[config.mk]
export PLATFORM = sky130hd
export DESIGN_NAME = gray_counter
export DESIGN_NICKNAME = d
export VERILOG_FILES = /design/src/rtl/gray_pkg.sv /design/src/rtl/gray_counter.sv
export SDC_FILE = /design/constraint.sdc
export NUM_CORES = 1
export LEC_CHECK = 0
export CORE_AREA = 2 2 39 41
export DETAILED_ROUTE_END_ITERATION = 8
export DIE_AREA = 0 0 41 43
export GPL_ROUTABILITY_DRIVEN = 0
export MAX_ROUTING_LAYER = met4
export PLACE_DENSITY = 0.66
export SETUP_SLACK_MARGIN = 0.2
export SYNTH_ARGS = -nofsm -noshare
export SYNTH_HDL_FRONTEND = slang
export SYNTH_SLANG_ARGS = --single-unit
[constraint.sdc]
create_clock -name clk -period 2.4 [get_ports clk]
set_input_delay 0.24 -clock clk [delete_from_list [all_inputs] [get_ports clk]]
set_output_delay 0.24 -clock clk [all_outputs]
set_load 0.1 [all_outputs]
[src/rtl/gray_pkg.sv]
// Shared Gray-code helpers for gray_counter and the blocks around it.
// bin2gray works on the widest supported code.
// Callers cast the operand up to GRAY_MAX_W bits and cast the result back
// down to their own width.
package gray_pkg;

    localparam int GRAY_MAX_W = 32;
    localparam int GRAY_MIN_W = 2;

    // Convert a binary value to its reflected Gray code.
    function automatic logic [GRAY_MAX_W-1:0] bin2gray(input logic [GRAY_MAX_W-1:0] bin);
        return bin ^ (bin >> 1);
    endfunction

    // Legal code widths are GRAY_MIN_W..GRAY_MAX_W bits.
    function automatic bit width_ok(input int w);
        return (w >= GRAY_MIN_W) && (w <= GRAY_MAX_W);
    endfunction

endpackage

[src/rtl/gray_counter.sv]
// Up/down counter that exposes its count as a registered Gray code.
// Exactly one gray bit changes per count step, so the code can cross clock domains.
// A binary count register is kept alongside the Gray register.
// The Gray register is loaded from the next binary value, so gray_out never
// lags cnt_q and has no combinational path from any input.
module gray_counter
    import gray_pkg::*;
#(
    parameter int WIDTH = 4,
    parameter int WRAP  = 1
) (
    input  logic             clk,
    input  logic             rst,
    input  logic             en,
    input  logic             up,
    input  logic             load,
    input  logic [WIDTH-1:0] load_bin,
    output logic [WIDTH-1:0] gray_out,
    output logic             tc,
    output logic             wrap_pulse
);

    // Refuse to elaborate with a code width the helpers cannot represent.
    if (!width_ok(WIDTH)) begin : g_width_check
        $error("gray_counter: WIDTH must be between 2 and 32");
    end

    logic [WIDTH-1:0] cnt_q, cnt_d;
    logic [WIDTH-1:0] gray_q, gray_d;
    logic             wrap_q, wrap_d;

    // Terminal count depends on direction: all-ones when counting up, zero when counting down.
    always_comb begin
        tc = up ? (cnt_q == {WIDTH{1'b1}}) : (cnt_q == '0);
    end

    // Next-state selection: load wins over counting.
    // At terminal count the counter either wraps or saturates, depending on WRAP.
    always_comb begin
        cnt_d  = cnt_q;
        wrap_d = 1'b0;
        if (load) begin
            cnt_d = load_bin;
        end else if (en) begin
            if (!tc) begin
                cnt_d = up ? cnt_q + 1'b1 : cnt_q - 1'b1;
            end else if (WRAP != 0) begin
                cnt_d  = up ? '0 : {WIDTH{1'b1}};
                wrap_d = 1'b1;
            end
        end
        gray_d = WIDTH'(bin2gray(GRAY_MAX_W'(cnt_d)));
    end

    // State registers.
    // Reset is synchronous and overrides any load or count on the same edge.
    always_ff @(posedge clk) begin
        if (rst) begin
            cnt_q  <= '0;
            gray_q <= '0;
            wrap_q <= 1'b0;
        end else begin
            cnt_q  <= cnt_d;
            gray_q <= gray_d;
            wrap_q <= wrap_d;
        end
    end

    assign gray_out   = gray_q;
    assign wrap_pulse = wrap_q;

endmodule

Word-level counts from Yosys, hierarchy flattened
Cells that the tools add are included.

Bits in registers: 9. Bits of input ports: 9.

Add/sub/neg operators: 2. Equality and inequality tests: 1. Mux-type cells: 7. Bitwise logic cells: 2. Reductions and logical operators: 2.

Operator list (number): 4-bit 2-to-1 mux (5); 4-bit by 1-bit adder with 4-bit output (second input constant) (1); 4-bit equality test (second input constant) (1); 4-bit logical NOT (1); 4-bit by 1-bit subtractor with 4-bit output (second input constant) (1); 4-bit by 3-bit XOR with 4-bit output (1); 3-bit OR reduction (1); 1-bit 2-to-1 mux (2); 1-bit inverter (1).

Depth between registers and ports, before layout
Word-level depth: 6. Mapped depth: 7. Mapped depth without buffers: 7.

Least setup slack after synthesis
OpenSTA, ideal clock, no wires.

Path kind: register -> register. Start point: register cnt_q[0]. End point: register gray_q[2] (netlist: gray_out[2]). Arrival: 2.261 ns. Setup slack: 0.018 ns. Stages on the path, launching flop included: 5. Path buffers: 0. Period minus slack after synthesis: 2.382 ns. Cell sequence: dfxtp_1 or4_4 o21ai_2 o31ai_2 mux2_4.

Longest elaborated chain between the ends: 6. Elaborated cells between the ends (all ways): 10.

Ends and longest elaborated chain: from (decl) (line gray_counter.sv:28) `logic [WIDTH-1:0] cnt_q, cnt_d;`; from (signal assigned) (line gray_counter.sv:63) `cnt_q <= cnt_d;`; 4-bit equality test / 4-bit logical NOT (equally long branches) (line gray_counter.sv:34) `tc = up ? (cnt_q == {WIDTH{1'b1}}) : (cnt_q == '0);`; 1-bit 2-to-1 mux * (line gray_counter.sv:34); via tc (line gray_counter.sv:19) `output logic tc,`; 4-bit 2-to-1 mux * (line gray_counter.sv:45) `if (!tc) begin`; 4-bit 2-to-1 mux * (line gray_counter.sv:44) `end else if (en) begin`; 4-bit 2-to-1 mux * (line gray_counter.sv:42) `if (load) begin`; 4-bit by 3-bit XOR with 4-bit output * (line gray_pkg.sv:12) `return bin ^ (bin >> 1);`; to (signal assigned) (line gray_counter.sv:64) `gray_q <= gray_d;`; to (decl) (line gray_counter.sv:29) `logic [WIDTH-1:0] gray_q, gray_d;`.

The timed path passes the listed nets; every way through them passes the cells marked *. A chain may end at the register's enable or synchronous reset.

Worst setup path after layout
Start point: input port up. End point: register gray_q[2] (netlist: gray_out[2]).

Longest elaborated chain between the ends: 5. Elaborated cells between the ends (all ways): 7.

Ends and longest elaborated chain: from (decl) (line gray_counter.sv:15) `input logic up,`; 4-bit 2-to-1 mux (tied with other cells) (line gray_counter.sv:46) `cnt_d = up ? cnt_q + 1'b1 : cnt_q - 1'b1;`; 4-bit 2-to-1 mux * (line gray_counter.sv:45); 4-bit 2-to-1 mux * (line gray_counter.sv:44); 4-bit 2-to-1 mux * (line gray_counter.sv:42); 4-bit by 3-bit XOR with 4-bit output * (line gray_pkg.sv:12).

Every way passes the cells marked *; elsewhere a longest branch is shown, timed or not.

==> qor.yml <==
netlist_area_um2: 499
timing.fmax_ghz: 0.476
cts_root_buffer: "clkbuf_4"
cp_data_arrival_time_ns: 2.24
grt_pass1_wl_um: 1580
critPathRequiredTime_ns: 2.54
worst-path-max-fanout: 5
avgSynthCellArea_um2: 9.24
maxCapViolCount: 0
avgViaCountPerCell: 4.84
post_cts_buffers: 0
antennaDiodeCount: 0
reg2regPathDepth: 7
hold_viol_final: 0
synth.top_cell.area_share_pct: 32.1
fin_util_pct: 50.0
drive_gt1_share_pct: 28.2
die_h_um: 43
clk_latency_ns: 0.25
rr_endpoint: "gray_out[2]"
ys_types: 27
drtIter0Drc: 3
rrSetupSlack_ns: 0.38
die_width_um: 41
hold-path-cell-count: 3
ioPinCount: 15
tightest_slew_ns: 0.368
status: "finished clean"
place_hpwl_um: 762
port-buffer-count: 14
synth.largest_area_cell: "dfxtp_1"
dr_total_vias: 421
p_comb_share_pct: 44.3
initial_core_util_pct: 36.1
synthCells: 54
dpl_cell_area_um2: 669
dieArea_um2: 1760
final_max_slew_viol_count: 0
worstHoldPathType: "in -> reg"
intPower_mw: 0.279
drc_errors: 0
finalNetCount: 85
ys_seq_elements: 8
min_from: "load_bin[0]"
multi_input_area_um2: 318
power_frac_seq_pct: 34.0
cts-hold-fix-buffers: 0
final_cells: 87
p_per_area_nw_per_um2: 671
postRouteAntennaNets: 0
overflow: 0
regArea_um2: 160
r2r_start: "cnt_q[0]"
first_pass_iters: 4
synth_warnings: 0
path_class: "in -> reg"
htree_num_levels: 1
grt_max_degree: 9
numCtsBuffers: 3
p_clk_share_pct: 21.7
routed_wl_um: 949
design_area_um2: 692
tns_ns: 0
grt_usage_pct: 13.9
synth_nets: 66
clk_pin_slew_worst_paths_ns: 0.05
cts_tree: "done"
area_delta_synth_final_pct: 38.6
setup_violations: 0
synth-seq-area-share_pct: 32.1
swShare_pct: 39.8
coreArea_um2: 1380
p_leak_nw: 0.293
min_period_over_period_pct: 87.5
clock_path_buffers: 2
ir_worst_vdd_mv: 0.369
antenna_found_initial: 0
worst_hold_path.endpoint: "cnt_q[0]"
yosys-top-cells-area: "dfxtp_1, xnor2_1, nor2_1"
place_inst: 84
rsz0062_at_grt: "no"
grt_pass1_vias: 400
start_kind: "input pin"
fin_skew_ns: 0.00480
post_cts_resized: 0
p_switching_mw: 0.185
cp-end-kind: "register"
relSlewSlack_pct: 75.4
routedWlPerCell_um: 10.9
row_count: 14
fin_crit_ns: 2.10
fill_cells: 129
cts.sinks: 8
-- worst max path at each step --
stage / slack, ns / from / end / depth (start not counted)
2_1_floorplan: 0.32 / cnt_q[0] / gray_out[2] / 4
3_3_place_gp: 0.06 / up / gray_out[2] / 8
3_5_place_dp: 0.04 / up / gray_out[2] / 8
4_1_cts: 0.30 / up / gray_out[2] / 8
5_1_grt: 0.20 / up / gray_out[2] / 8
6_report: 0.30 / up / gray_out[2] / 8
-- power groups by stage --
stage	Combinational, mW	Sequential, mW	Clock, mW
2_1_floorplan	0.101	0.214	0
3_3_place_gp	0.206	0.161	0
3_5_place_dp	0.207	0.161	0
4_1_cts	0.207	0.158	0.107
5_1_grt	0.218	0.160	0.113
6_report	0.206	0.158	0.101
-- final cells by class --
type | count | share of cell area (%)
well taps | 16 | 2.89
inverters | 3 | 1.63
clock buffers | 3 | 3.25
multi-input cells | 40 | 45.9
flip-flops and latches | 8 | 23.1
repair buffers | 17 | 23.1
-- synth_stat cells (all sizes together) --
cell type  n
mux2       1
nand2      2
a31oi      1
a221oi     1
xnor2      4
a21o       1
o21a       1
ha         2
dfxtp      8
a221o      1
nand3      1
nor3b      2
nor2b      1
nor3       1
and3       1
o21ai      4
fa         1
xor2       2
buf        3
a21oi      2
or4        1
inv        3
nor2       8
nand2b     1
o31ai      1
-- critical path, cell delays in order --
cell and delay (ns):
clkdlybuf4s50_1 0.56, inv_1 0.10, ha_1 0.34, xor2_1 0.17
o21ai_2 0.07, a221o_2 0.37, nor2b_4 0.13, mux2_4 0.25
-- layout by cell type (no fill, tap or decap), drive strengths merged --
cell type      Yosys  routed
a221o              1       1
o31ai              1       1
a21o               1       1
clkdlybuf4s50      0       8
and3               1       1
or4                1       1
ha                 2       2
clkbuf             0       3
dfxtp              8       8
nor2b              1       1
nand2              2       2
nor2               8       8
a21oi              2       2
nand2b             1       1
o21a               1       1
a31oi              1       1
fa                 1       1
inv                3       3
xor2               2       2
nor3b              2       2
mux2               1       1
o21ai              4       4
a221oi             1       1
buf                3       9
nand3              1       1
nor3               1       1
xnor2              4       4
-- registers in the layout (all words and copies together), names as in the netlist --
register / count
cnt_q: 4
gray_out: 3
wrap_pulse: 1
-- kinds of logic after synthesis --
family	after synthesis	synth area share, %
AO/OA/AOI/OAI	12	19.6
XOR/XNOR	6	10.5
adder cells (fa/ha/maj)	3	9.02
buffers and inverters	6	5.76
flip-flops	8	32.1
multiplexers	1	3.01
AND/OR/NAND/NOR	18	20.0
-- stage by stage --
stage	setup WS, ns	hold WS [ns]	power [mW]
after CTS	0.301	0.642	0.472
final	0.300	0.646	0.464
after floorplan	0.322	0.402	0.315
after global routing	0.201	0.669	0.492
after detailed placement	0.0358	0.736	0.367
after global placement	0.0631	0.735	0.366
-- metal layers --
layer	track usage (%)	share of wire, %	wire (um)	vias up
li1	-	-	-	218
met1	15.5	43	406	190
met2	20.6	49	467	13
met3	9.42	8.0	76	0
met4	2.00	0	0	0
met5	-	0	0	-
(Power assumes the default switching activity.)
